[src/rtl/fighter_pkg.sv]
// fighter_pkg
// Shared types and constants for the per-player action state machine:
//   action_e            - encoding of the player's current action
//   P1_* / P2_* keys    - default USB HID keycodes for each player
//   ATTACK_ACTIVE_*     - anim_frame window in which a punch/kick hitbox is live
package fighter_pkg;

  typedef enum logic [2:0] {
    IDLE    = 3'd0,
    WALK    = 3'd1,
    JUMP    = 3'd2,
    PUNCH   = 3'd3,
    KICK    = 3'd4,
    HITSTUN = 3'd5
  } action_e;

  // Player 1: A / D / W / F / G
  localparam logic [7:0] P1_KEY_LEFT  = 8'h04;
  localparam logic [7:0] P1_KEY_RIGHT = 8'h07;
  localparam logic [7:0] P1_KEY_JUMP  = 8'h1A;
  localparam logic [7:0] P1_KEY_PUNCH = 8'h09;
  localparam logic [7:0] P1_KEY_KICK  = 8'h0A;

  // Player 2: arrow keys for movement, L / K for attacks
  localparam logic [7:0] P2_KEY_LEFT  = 8'h50;
  localparam logic [7:0] P2_KEY_RIGHT = 8'h4F;
  localparam logic [7:0] P2_KEY_JUMP  = 8'h52;
  localparam logic [7:0] P2_KEY_PUNCH = 8'h0F;
  localparam logic [7:0] P2_KEY_KICK  = 8'h0E;

  localparam int ATTACK_ACTIVE_FIRST = 4;
  localparam int ATTACK_ACTIVE_LAST  = 7;

  // True when an attack animation frame lies inside the live-hitbox window.
  function automatic logic in_attack_window(input logic [3:0] frame);
    return (frame >= 4'(ATTACK_ACTIVE_FIRST)) && (frame <= 4'(ATTACK_ACTIVE_LAST));
  endfunction

endpackage

[src/rtl/fighter_action_fsm_jump_arc.sv]
// jump_arc
// Ballistic jump height generator. On start the vertical velocity is loaded
// with JUMP_V0 and the height cleared; on every tick the height advances by
// the velocity and the velocity drops by one pixel/frame. landed flags that
// the next tick would put the player at or below the ground.
// Ports:
//   Clk, Reset - clock and synchronous active-high reset
//   start      - load initial velocity, height = 0 (has priority over tick)
//   tick       - advance one frame of the arc
//   y_off      - current height above ground (unsigned pixels)
//   landed     - y_off + vel <= 0 (signed), i.e. this tick is the landing tick
module jump_arc #(
  parameter int JUMP_V0 = 10
) (
  input  logic       Clk,
  input  logic       Reset,
  input  logic       start,
  input  logic       tick,
  output logic [6:0] y_off,
  output logic       landed
);

  logic signed [7:0] vel_q, vel_d;
  logic [6:0]        y_off_q, y_off_d;
  logic signed [8:0] sum;

  // 9-bit signed sum so the descending half can go negative without wrapping.
  assign sum    = $signed({2'b00, y_off_q}) + $signed({vel_q[7], vel_q});
  assign landed = (sum <= 9'sd0);

  always_comb begin
    vel_d   = vel_q;
    y_off_d = y_off_q;
    if (start) begin
      vel_d   = 8'(JUMP_V0);
      y_off_d = 7'd0;
    end else if (tick) begin
      if (landed) begin
        y_off_d = 7'd0;
      end else begin
        y_off_d = sum[6:0];
        vel_d   = vel_q - 8'sd1;
      end
    end
  end

  always_ff @(posedge Clk) begin
    if (Reset) begin
      vel_q   <= '0;
      y_off_q <= '0;
    end else begin
      vel_q   <= vel_d;
      y_off_q <= y_off_d;
    end
  end

  assign y_off = y_off_q;

endmodule

[src/rtl/fighter_action_fsm.sv]
// fighter_action_fsm
// Per-player action state machine. The HID keycode is sampled once per video
// frame (rising edge of VGA vsync) and drives IDLE/WALK/JUMP/PUNCH/KICK/HITSTUN
// with per-action animation frame counters, jump height and walk step.
// Ports:
//   Clk, Reset    - 50 MHz clock, synchronous active-high reset
//   vs            - VGA vertical sync (synchronous to Clk)
//   keycode       - current HID keycode, 0 = no key
//   hit_in        - one-cycle hit pulse from collision logic
//   action        - current action_e
//   anim_frame    - frame index within the current action (saturates at 15)
//   y_off         - jump height above ground
//   step          - signed walk step (-1/0/+1), meaningful with frame_tick
//   facing_right  - facing direction
//   attack_active - punch/kick hitbox live
//   frame_tick    - one-cycle pulse per frame
module fighter_action_fsm
  import fighter_pkg::*;
#(
  parameter logic [7:0] KEY_LEFT        = P1_KEY_LEFT,
  parameter logic [7:0] KEY_RIGHT       = P1_KEY_RIGHT,
  parameter logic [7:0] KEY_JUMP        = P1_KEY_JUMP,
  parameter logic [7:0] KEY_PUNCH       = P1_KEY_PUNCH,
  parameter logic [7:0] KEY_KICK        = P1_KEY_KICK,
  parameter int         JUMP_V0         = 10,
  parameter int         PUNCH_FRAMES    = 12,
  parameter int         KICK_FRAMES     = 16,
  parameter int         HIT_FRAMES      = 10,
  parameter logic       INIT_FACE_RIGHT = 1'b1
) (
  input  logic       Clk,
  input  logic       Reset,
  input  logic       vs,
  input  logic [7:0] keycode,
  input  logic       hit_in,
  output logic [2:0] action,
  output logic [3:0] anim_frame,
  output logic [6:0] y_off,
  output logic [1:0] step,
  output logic       facing_right,
  output logic       attack_active,
  output logic       frame_tick
);

  logic       vs_d1_q, vs_d2_q;
  action_e    action_q, action_d;
  logic [3:0] anim_q, anim_d;
  logic [1:0] step_q, step_d;
  logic       facing_q, facing_d;
  logic [7:0] keycode_prev_q, keycode_prev_d;
  logic       hit_pending_q, hit_pending_d;
  logic       press_edge, hit_now;
  logic       jump_start, jump_tick, jump_landed;

  assign frame_tick = vs_d1_q & ~vs_d2_q;
  assign press_edge = (keycode != keycode_prev_q);
  // A hit arriving on the tick cycle itself counts for that tick.
  assign hit_now    = hit_pending_q | hit_in;

  jump_arc #(.JUMP_V0(JUMP_V0)) u_jump_arc (
    .Clk    (Clk),
    .Reset  (Reset),
    .start  (jump_start),
    .tick   (jump_tick),
    .y_off  (y_off),
    .landed (jump_landed)
  );

  always_comb begin
    action_d       = action_q;
    anim_d         = anim_q;
    step_d         = step_q;
    facing_d       = facing_q;
    keycode_prev_d = keycode_prev_q;
    hit_pending_d  = hit_pending_q | hit_in;
    jump_start     = 1'b0;
    jump_tick      = 1'b0;

    if (frame_tick) begin
      keycode_prev_d = keycode;
      hit_pending_d  = 1'b0;
      step_d         = 2'b00;
      case (action_q)
        IDLE, WALK: begin
          if (hit_now) begin
            action_d = HITSTUN;
          end else if (keycode == KEY_JUMP) begin
            action_d   = JUMP;
            jump_start = 1'b1;
          end else if (keycode == KEY_PUNCH && press_edge) begin
            action_d = PUNCH;
          end else if (keycode == KEY_KICK && press_edge) begin
            action_d = KICK;
          end else if (keycode == KEY_LEFT) begin
            action_d = WALK;
            step_d   = 2'b11;
            facing_d = 1'b0;
          end else if (keycode == KEY_RIGHT) begin
            action_d = WALK;
            step_d   = 2'b01;
            facing_d = 1'b1;
          end else begin
            action_d = IDLE;
          end
        end
        JUMP: begin
          // Airborne: hits ignored, steering allowed without turning around.
          jump_tick = 1'b1;
          if (jump_landed) begin
            action_d = IDLE;
          end else if (keycode == KEY_LEFT) begin
            step_d = 2'b11;
          end else if (keycode == KEY_RIGHT) begin
            step_d = 2'b01;
          end
        end
        PUNCH: begin
          if (hit_now)                                action_d = HITSTUN;
          else if (anim_q == 4'(PUNCH_FRAMES - 1))    action_d = IDLE;
        end
        KICK: begin
          if (hit_now)                                action_d = HITSTUN;
          else if (anim_q == 4'(KICK_FRAMES - 1))     action_d = IDLE;
        end
        HITSTUN: begin
          if (anim_q == 4'(HIT_FRAMES - 1))           action_d = IDLE;
        end
        default: action_d = IDLE;
      endcase

      if (action_d != action_q)  anim_d = 4'd0;
      else if (anim_q != 4'd15)  anim_d = anim_q + 4'd1;
    end else if (action_q == JUMP || action_q == HITSTUN) begin
      // Hits landing on an airborne or already-stunned player are dropped.
      hit_pending_d = 1'b0;
    end
  end

  always_ff @(posedge Clk) begin
    if (Reset) begin
      vs_d1_q        <= 1'b0;
      vs_d2_q        <= 1'b0;
      action_q       <= IDLE;
      anim_q         <= 4'd0;
      step_q         <= 2'b00;
      facing_q       <= INIT_FACE_RIGHT;
      keycode_prev_q <= 8'h00;
      hit_pending_q  <= 1'b0;
    end else begin
      vs_d1_q        <= vs;
      vs_d2_q        <= vs_d1_q;
      action_q       <= action_d;
      anim_q         <= anim_d;
      step_q         <= step_d;
      facing_q       <= facing_d;
      keycode_prev_q <= keycode_prev_d;
      hit_pending_q  <= hit_pending_d;
    end
  end

  assign action        = action_q;
  assign anim_frame    = anim_q;
  assign step          = step_q;
  assign facing_right  = facing_q;
  assign attack_active = ((action_q == PUNCH) || (action_q == KICK)) && in_attack_window(anim_q);

endmodule

[config.mk]
export PLATFORM = sky130hd
export DESIGN_NAME = fighter_action_fsm
export DESIGN_NICKNAME = d
export VERILOG_FILES = /design/src/rtl/fighter_pkg.sv /design/src/rtl/fighter_action_fsm_jump_arc.sv /design/src/rtl/fighter_action_fsm.sv
export SDC_FILE = /design/constraint.sdc
export NUM_CORES = 1
export LEC_CHECK = 0
export ABC_AREA = 0
export CORE_UTILIZATION = 45
export CTS_CLUSTER_DIAMETER = 100
export DETAILED_ROUTE_END_ITERATION = 8
export PLACE_DENSITY = 0.7
export SETUP_SLACK_MARGIN = 0.3
export SLEW_MARGIN = 40
export SYNTH_ARGS = -nofsm -noshare
export SYNTH_HDL_FRONTEND = slang
export SYNTH_HIERARCHICAL = 1
export SYNTH_SLANG_ARGS = --single-unit
[constraint.sdc]
create_clock -name Clk -period 2.82 [get_ports Clk]
set_input_delay 0.705 -clock Clk [delete_from_list [all_inputs] [get_ports Clk]]
set_output_delay 0.705 -clock Clk [all_outputs]
set_load 0.05 [all_outputs]
# --- Word level (Yosys, flattened, before mapping) ---
# Cells that the tools add are included.
classes:
  addsub: 3
  mux: 36
  reduce_logical: 17
  bitwise: 8
  magnitude_cmp: 3
  n_eq_ne: 17
ops:
  columns: ["operator", "n"]
  rows:
  - ["$mux W3", 11]
  - ["$mux W4", 5]
  - ["$eq A8 B3 Y1 const B", 2]
  - ["$eq A8 B4 Y1 const B", 2]
  - ["$pmux W3 S5", 1]
  - ["$eq A4 B4 Y1 const B", 3]
  - ["$mux W2", 6]
  - ["$mux W1", 11]
  - ["$add A8 B8 Y9", 1]
  - ["$le A9 B1 Y1 const B", 1]
  - ["$eq A8 B5 Y1 const B", 1]
  - ["$ne A8 B8 Y1", 1]
  - ["$sub A8 B2 Y8 const B", 1]
  - ["$mux W7", 1]
  - ["$reduce_and A7 Y1", 1]
  - ["$eq A3 B2 Y1 const B", 2]
  - ["$eq A3 B3 Y1 const B", 2]
  - ["$not A1 Y1", 6]
  - ["$reduce_and A2 Y1", 3]
  - ["$reduce_bool A2 Y1", 3]
  - ["$add A4 B1 Y4 const B", 1]
  - ["$ge A4 B3 Y1 const B", 1]
  - ["$le A4 B3 Y1 const B", 1]
  - ["$logic_and A1 B1 Y1", 4]
  - ["other kinds (11)", 13]
totals:
  regBits: 36
  out_inout_bits: 19

# --- Depth between registers and ports, before layout ---
# Gate-level depths: netlist of the first run.
depth:
  ltp_word: 12
  ltp_mapped: 14
  depth_no_buf: 13

# --- Hierarchy ---
# The synthesis of the first run kept the hierarchy.
modules_own_cells:
  columns: ["module", "area_each_um2", "instances", "cells_each", "seq_area_each_um2"]
  rows:
  - ["fighter_action_fsm", 1401.3, 1, 180, 420.4]
  - ["jump_arc", 1128.6, 1, 131, 300.3]

# --- Least setup slack after synthesis of the first run ---
# No wires, ideal clock.
synth_timing:
  kind: "flip-flop to flip-flop"
  start: "reg u_jump_arc.y_off_q[0] (netlist: u_jump_arc/y_off[0])"
  end: "reg anim_q[3] (netlist: anim_frame[3])"
  stages_incl_launch_ff: 15
  period_less_slack_ps: 3241
  setup_time_ps: 73
  n_path_buf: 1
  arrival_time_ps: 3168
  slack_ps: -421
  t_required_ps: 2747
  path_cell_list: "dfxtp_1 -> ha_1 -> fa_1 -> a21oi_1 -> nor2_1 -> o31a_1 -> o22a_1 -> buf_6 -> a21oi_1 -> inv_1 -> o221ai_1 -> nand3_1 -> nor4b_4 -> a21oi_1 -> nor3_2"
synth_between:
  elab_chain_cells: 8
synth_lines:
  columns: ["element", "line", "rtl"]
  rows:
  - ["from (decl)", "fighter_action_fsm_jump_arc.sv:24", "logic [6:0] y_off_q, y_off_d;"]
  - ["from (signal assigned)", "fighter_action_fsm_jump_arc.sv:53", "y_off_q <= y_off_d;"]
  - ["$add A8 B8 Y9 (*)", "fighter_action_fsm_jump_arc.sv:28", "assign sum = $signed({2'b00, y_off_q}) + $signed({vel_q[7], vel_q});"]
  - ["$le A9 B1 Y1 (*)", "fighter_action_fsm_jump_arc.sv:29", "assign landed = (sum <= 9'sd0);"]
  - ["named net jump_landed", "fighter_action_fsm.sv:53", "logic jump_start, jump_tick, jump_landed;"]
  - ["$mux W3 (*)", "fighter_action_fsm.sv:109", "if (jump_landed) begin"]
  - ["$pmux W3 S5 (*)", "fighter_action_fsm.sv:83", "case (action_q)"]
  - ["$mux W3 (*)", "fighter_action_fsm.sv:79", "if (frame_tick) begin"]
  - ["$ne A3 B3 Y1 (*)", "fighter_action_fsm.sv:131", "if (action_d != action_q) anim_d = 4'd0;"]
  - ["$reduce_bool A2 Y1 (no source line)", null, null]
  - ["$reduce_and A2 Y1 (no source line)", null, null]
  - ["to (signal assigned)", "fighter_action_fsm.sv:153", "anim_q <= anim_d;"]
  - ["to (decl)", "fighter_action_fsm.sv:47", "logic [3:0] anim_q, anim_d;"]
# The timed path passes the listed nets; every way through them passes the cells marked *. The select of a mux whose other input is x is not followed.
# A chain may end at the register's enable or synchronous reset.

# --- Worst setup path after layout of the first run ---
layout_timing:
  start: "reg u_jump_arc.vel_q[0]"
  end: "reg anim_q[2] (netlist: anim_frame[2])"
layout_between:
  elab_chain_cells: 8
layout_lines:
  columns: ["element", "line", "rtl"]
  rows:
  - ["from (decl)", "fighter_action_fsm_jump_arc.sv:23", "logic signed [7:0] vel_q, vel_d;"]
  - ["from (signal assigned)", "fighter_action_fsm_jump_arc.sv:52", "vel_q <= vel_d;"]
  - ["$add A8 B8 Y9 (*)", "fighter_action_fsm_jump_arc.sv:28", null]
  - ["$le A9 B1 Y1 (*)", "fighter_action_fsm_jump_arc.sv:29", null]
  - ["named net jump_landed", "fighter_action_fsm.sv:53", null]
  - ["$mux W3 (*)", "fighter_action_fsm.sv:109", null]
  - ["$pmux W3 S5 (*)", "fighter_action_fsm.sv:83", null]
  - ["$mux W3 (*)", "fighter_action_fsm.sv:79", null]
  - ["$ne A3 B3 Y1 (*)", "fighter_action_fsm.sv:131", null]
  - ["$reduce_bool A2 Y1 (no source line)", null, null]
  - ["$reduce_and A2 Y1 (no source line)", null, null]
# Marks and branches as above.

==> results of run 1 <==
==> registers in the layout, indices dropped and copies added, names as in the netlist <==
signal / flops
keycode_prev_q: 8
step: 2
u_jump_arc/vel_q: 8
vs_d2_q: 1
u_jump_arc/y_off: 7
vs_d1_q: 1
anim_frame: 4
facing_right: 1
action: 3
hit_pending_q: 1
==> per-stage QoR <==
step	setup TNS, ns	hold WS [ns]
6_report	0	0.470
5_1_grt	-0.453	0.495
4_1_cts	0	0.470
3_5_place_dp	-0.681	0.459
3_3_place_gp	-0.174	0.453
2_1_floorplan	0	0.439
==> routing by layer <==
metal	global-route usage	routed length (um)	vias up	part of all wire
met5	0	0	-	0
met4	0.0774	102	0	0.016
met3	0.0405	300	10	0.047
met2	0.334	2840	63	0.45
met1	0.333	3130	1118	0.49
li1	-	-	1225	-
==> cells by family (layout without fill, tap and decap cells) <==
kind of cell / after synthesis / in the layout / share of synthesized area
fa+ha+maj: 11 / 11 / 0.0574
xor+xnor: 11 / 11 / 0.0440
simple gates: 124 / 124 / 0.280
buf+inv: 32 / 80 / 0.0534
mux: 6 / 6 / 0.0237
flops: 36 / 36 / 0.285
compound gates: 91 / 91 / 0.257
==> Yosys cell counts, types with 3 or more instances <==
master	number	area [sq um]
o21ai_1	5	25.0
nand3b_1	3	22.5
or4_1	3	22.5
a211oi_1	6	45.0
o211ai_1	3	22.5
a21o_1	3	22.5
o21ai_0	8	40.0
buf_2	3	15.0
xnor2_1	8	70.1
inv_1	14	52.6
clkbuf_1	10	37.5
nand2b_1	8	50.1
nor2b_1	4	25.0
a21oi_1	33	165
mux2i_1	6	60.1
nor3_1	8	40.0
nor3b_1	5	37.5
or3_1	7	43.8
ha_1	10	125
nand3_1	9	45.0
nor2_1	24	90.1
nand2_1	32	120
dfxtp_1	36	721
a41o_1	3	30.0
==> final timing paths <==
check / start / endpoint / slack (ns)
worst max-delay path: u_jump_arc/vel_q[0] / anim_frame[2] / 0.04
worst min-delay path: vs_d1_q / vs_d2_q / 0.47
worst max register to register: u_jump_arc/vel_q[0] / anim_frame[2] / 0.04
worst min register to register: vs_d1_q / vs_d2_q / 0.47
==> power groups by stage <==
stage / Clock (W) / Sequential, W / Combinational, W
final: 0.000391 / 0.000523 / 0.000180
after global routing: 0.000425 / 0.000524 / 0.000196
after CTS: 0.000404 / 0.000523 / 0.000178
after detailed placement: 0 / 0.000536 / 0.000177
after global placement: 0 / 0.000535 / 0.000175
after floorplan: 0 / 0.000546 / 0.000105
==> timing repair <==
item	in CTS	in global routing
resized for setup	5	18
setup endpoints to repair	18	21
buffers inserted	3	2
pin swaps	1	6
==> critical path, stage by stage (launching register included) <==
cell	delay [ns]
dfxtp_4	0.35
ha_4	0.16
fa_2	0.39
buf_4	0.16
xor2_2	0.20
a2111oi_4	0.09
o211ai_1	0.16
a21oi_4	0.07
a21oi_4	0.18
inv_2	0.06
o221ai_2	0.20
nand3_2	0.13
nor4b_4	0.31
a21oi_1	0.11
nor3_1	0.16
==> layout make-up <==
type,instances,area (sq um),area share
multi-input cells,243,1790,0.544
flip-flops and latches,36,738,0.225
repair buffers,57,523,0.159
well taps,70,87.6,0.0266
clock buffers,7,86.3,0.0263
inverters,15,56.3,0.0171
clock inverters,1,7.51,0.00228
==> results.md, run 1 <==
* Status: finished, final reports clean
* Int Pwr at 0.000789 W
* Die area at 5930 sq um
* Achievable Freq at 359 MHz
* Hpwl dp at 4640 um
* Initial antenna violation count at 0
* Ys async rst share at 0
* Max cap viols at 0
* Critical path type: flip-flop to flip-flop
* Share of cells above drive strength 1 at 0.220
* Iteration count of the initial detailed-routing pass at 4
* Drt via density at 5.63
* Overall Power at 0.00109 W
* Final Cycle Share at 0.987
* Power density over the cells at 333 nW/um^2
* Post-CTS Hold Fix Bufs at 0
* Hold path cells at 1
* GRT Resource Usage Total at 0.228
* Nets at 381
* Hold Vio Cnt, Final at 0
* Post-synth EDFFs at 0
* Syn_area_per_cell at 8.13 sq um
* FF-to-FF path depth at 14
* Seq/Total Area, Yosys at 0.285
* Distinct cells, synth at 70
* Routed WL per cell at 14.9 um
* Area after DPL at 3070 sq um
* Total number of vias at 2416
* Post-Synthesis Cells at 311
* Core area at 5270 sq um
* CTS Sinks at 36
* CTS Buffer Depth at 2
* Vias in the first global route at 2212
* Overall routed net length at 6370 um
* Commonest cells after routing, fill and taps aside: nand2_1, a21oi_1, dfxtp_1, buf_4
* Slew of the pin with the lowest slew margin at 0.500 ns
* Chip Height at 77.0 um
* Post-synthesis register bit count at 36
* Endpoint class of the critical path: flip-flop
* Dpl cells at 416
* Minimum clock period at 2.78 ns
* Starting density of the core at 0.480
* DR DRC count at 0
* CTS tree: done
* Ant. Diodes at 0
* Core Util, Final at 0.624
* Leakage at 1.31 nW
* WP data arrival at 2.99 ns
* Post-Place Setup Slack at -0.131 ns
* Reg clk slew, reported paths at 0.07 ns
* Fillers at 491
* Rows at 26
* Most common cell after layout, fill and taps aside: nand2_1
* Largest net degree at the start of global routing at 18
* Flop pwr share at 0.478
* Post-synthesis net count at 334
* CP Launch Type: flip-flop
* Die Span X at 77.0 um
* Worst Path Max Fanout at 4
* Clock power frac at 0.357
* RSZ-0062 raised after global routing: yes
* Fin cells at 429
* Worst Path Required at 3.03 ns
* Peak supply drop at 0.207 mV
* Hold Path Class: flip-flop to flip-flop
* RD Place Congestion at 0.860
* Max-slew violation count at 0
* H-tree depth at 2
* Global route overflow at 0
* Logic pwr share at 0.165
* Sw Share at 0.279
* Slew HR at 0.666
* Routed Antenna Nets at 0
* Synth Cell Area at 2530 sq um
* Switch Pwr at 0.000305 W
* Final setup violating endpoints at 0
* Clock Latency Late Sink at 0.29 ns
* Port bufs at 30
* Number of CTS-inserted buffers at 5
* Area growth syn-to-layout at 29.9%
* Ys flop type: dfxtp_1
* Final setup margin at 0.0355 ns
* Number of I/O pins at 31
* First-pass GRT wire length at 10900 um
* Clock skew at 0.00775 ns
* Clk root buf: clkbuf_8
* Initial DRC count at 214
* Ys Warns at 6
* Design area at 3290 sq um
Power figures use the tool's default switching activity.
==> inputs of run 2 (changes only) <==
--- a/config.mk
+++ b/config.mk
@@ -5,11 +5,12 @@
 export SDC_FILE = /design/constraint.sdc
 export NUM_CORES = 1
 export LEC_CHECK = 0
-export ABC_AREA = 0
+export ABC_AREA = 1
+export CORE_MARGIN = 2
 export CORE_UTILIZATION = 45
 export CTS_CLUSTER_DIAMETER = 100
 export DETAILED_ROUTE_END_ITERATION = 8
-export PLACE_DENSITY = 0.7
+export PLACE_DENSITY = 0.71
 export SETUP_SLACK_MARGIN = 0.3
 export SLEW_MARGIN = 40
 export SYNTH_ARGS = -nofsm -noshare
==> run 2 against run 1 <==
Effect of this change: count of clock-buffer cells in the layout increased by 1; clock power decreased by 1%; fmax increased by 6.5%; critical path type unchanged; largest power group unchanged.
==> results.md, run 2 <==
* Die Span X at 77.4 um
* Most frequent cell after synthesis: nand2_1
* Slew of the pin with the lowest slew margin at 0.505 ns
* Share of cells above drive strength 1 at 0.163
* Ys flop type: dfxtp_1
* Status: finished, final reports clean
* Minimum clock period at 2.61 ns
* Endpoint class of the critical path: flip-flop
* Post-Synthesis Cells at 368
* WP data arrival at 2.80 ns
* H-tree depth at 2
* Routed Antenna Nets at 0
* Hold path endpoint: u_jump_arc/y_off[4]
* Commonest cells after routing, fill and taps aside: nand2_1, inv_1, nand3_1, clkdlybuf4s50_1, dfxtp_1
* Initial DRC count at 98
* DR DRC count at 0
* FF-to-FF Start: u_jump_arc/y_off[0]
* Largest net degree at the start of global routing at 13
* Synth area leaders: dfxtp_1, nand2_1, inv_1, nand3_1, a21oi_1
* CTS tree: done
* Clock skew at 0.0101 ns
* Hold Vio Cnt, Final at 0
* Iteration count of the initial detailed-routing pass at 4
* Worst Min Path Start: u_jump_arc/y_off[4]
* Global route overflow at 0
* Reg clk slew, reported paths at 0.08 ns
* Post-synthesis register bit count at 36
* Post-synth EDFFs at 0
* Post-CTS Hold Fix Bufs at 0
* Max cap viols at 0
* Max-slew violation count at 0
* Power density over the cells at 361 nW/um^2
* Setup TNS at 0 ns
* Hold Path Class: flip-flop to flip-flop
* CTS Buffer Depth at 2
* Worst Path Max Fanout at 5
* Die area at 5990 sq um
* RR Endpoint: anim_frame[3]
* Area growth syn-to-layout at 26.1%
* Starting density of the core at 0.471
* Core Util, Final at 0.594
* Largest area contributor in the netlist: dfxtp_1
* Peak supply drop at 0.222 mV
* Vias in the first global route at 2238
* Ys Warns at 6
* Achievable Freq at 382 MHz
* CP Launch Type: flip-flop
* Clk root buf: clkbuf_8
* Post-Place Setup Slack at 0.0804 ns
* FF-to-FF path depth at 17
* Worst Path Required at 3.00 ns
* Nets at 439
* Slew HR at 0.662
* Final setup margin at 0.205 ns
* Syn_area_per_cell at 6.58 sq um
* Hold path cells at 2
* Core area at 5140 sq um
* Rows at 26
* Port bufs at 30
* RSZ-0062 raised after global routing: yes
* GRT Resource Usage Total at 0.202
* Distinct cells, synth at 38
* Post-synthesis net count at 391
* Seq/Total Area, Yosys at 0.298
* Overall routed net length at 5620 um
* Drt via density at 4.96
* First-pass GRT wire length at 9830 um
* Ys async rst share at 0
* Synth Cell Area at 2420 sq um
* Final setup violating endpoints at 0
* Chip Height at 77.4 um
* Critical path type: flip-flop to flip-flop
* Synth top area share at 0.298
* Commonest cells post-synth: nand2_1, inv_1, dfxtp_1, nand3_1
* Final Cycle Share at 0.927
* Hpwl dp at 4240 um
* Number of CTS-inserted buffers at 5
* Initial antenna violation count at 0
* Worst reg2reg setup slack at 0.21 ns
* Number of I/O pins at 31
* Most common cell after layout, fill and taps aside: nand2_1
* Clock Latency Late Sink at 0.29 ns
* Ant. Diodes at 0
* Leakage at 1.41 nW
* Routed WL per cell at 11.5 um
* CTS Sinks at 36
* Total number of vias at 2416
* RD Place Congestion at 0.875
run 2: changes by cell type after synthesis, sizes merged, moves of 7 or more:
cell / change
clkbuf: -9
a21oi: -8
nand2: +79
inv: +40
nor2: +7
nand3: +28
xnor2: -7
xor2: +8
nand2b: -8
or3: -7
run 2: metal layers:
layer,up-vias,wire length (um),global-route usage
met5,-,0,0
met4,0,123,0.0750
met3,12,206,0.0442
met2,40,2560,0.316
met1,1080,2730,0.273
li1,1284,-,-
run 2: layout make-up:
type	instances	area, sq um
clock buffer	8	90.1
inverter	59	221
timing repair buffer	43	395
multi-input combinational	271	1530
sequential	36	734
fill	493	2090
tap	70	87.6
run 2: how the worst max path moves through the flow:
stage                             start            end  cells after the start
CTS                 u_jump_arc/y_off[0]  anim_frame[3]                     17
global placement    u_jump_arc/y_off[0]  anim_frame[3]                     17
global route        u_jump_arc/y_off[0]  anim_frame[3]                     17
finish              u_jump_arc/y_off[0]  anim_frame[3]                     17
floorplan           u_jump_arc/y_off[0]  anim_frame[3]                     17
detailed placement  u_jump_arc/y_off[0]  anim_frame[3]                     17
run 2: where the power goes:
part | total [W] | internal [W] | switching, W
sequential | 0.000535 | 0.000521 | 0.0000144
clock | 0.000386 | 0.000199 | 0.000187
combinational | 0.000181 | 0.0000682 | 0.000113
total | 0.00110 | 0.000788 | 0.000314
run 2: kinds of logic after synthesis:
kind of cell             share of synthesized area
buffers and inverters                       0.0976
flip-flops                                   0.298
adder cells (fa/ha/maj)                     0.0599
AND/OR/NAND/NOR                              0.385
AO/OA/AOI/OAI                                0.116
XOR/XNOR                                    0.0434
run 2: per-stage QoR:
stage	power, W	instances	hold WS (ns)	instance area, sq um
floorplan	0.000665	368	0.458	2450
global placement	0.000726	471	0.464	2860
detailed placement	0.000727	471	0.463	2860
CTS	0.00111	485	0.481	3010
global route	0.00115	487	0.510	3050
finish	0.00110	487	0.478	3050
run 2: timing repair:
action	in CTS	in global routing
setup buffers	6	2
pin swaps	10	9
gates resized for setup	5	11
cloned	0	0
endpoints found under the setup margin	5	6
run 2: worst max-delay path, stage by stage, from the launching register on:
cell      delay (ns)
dfxtp_4         0.36
ha_4            0.16
fa_2            0.44
or2_4           0.27
nor2_4          0.08
nand3_2         0.09
nor2_2          0.12
nand2_2         0.07
nand2_2         0.07
or2_4           0.13
nand2_2         0.05
o21a_2          0.20
nand2_2         0.08
nor2_4          0.05
nand2_4         0.07
nand2_1         0.05
o21bai_1        0.16
inv_1           0.05
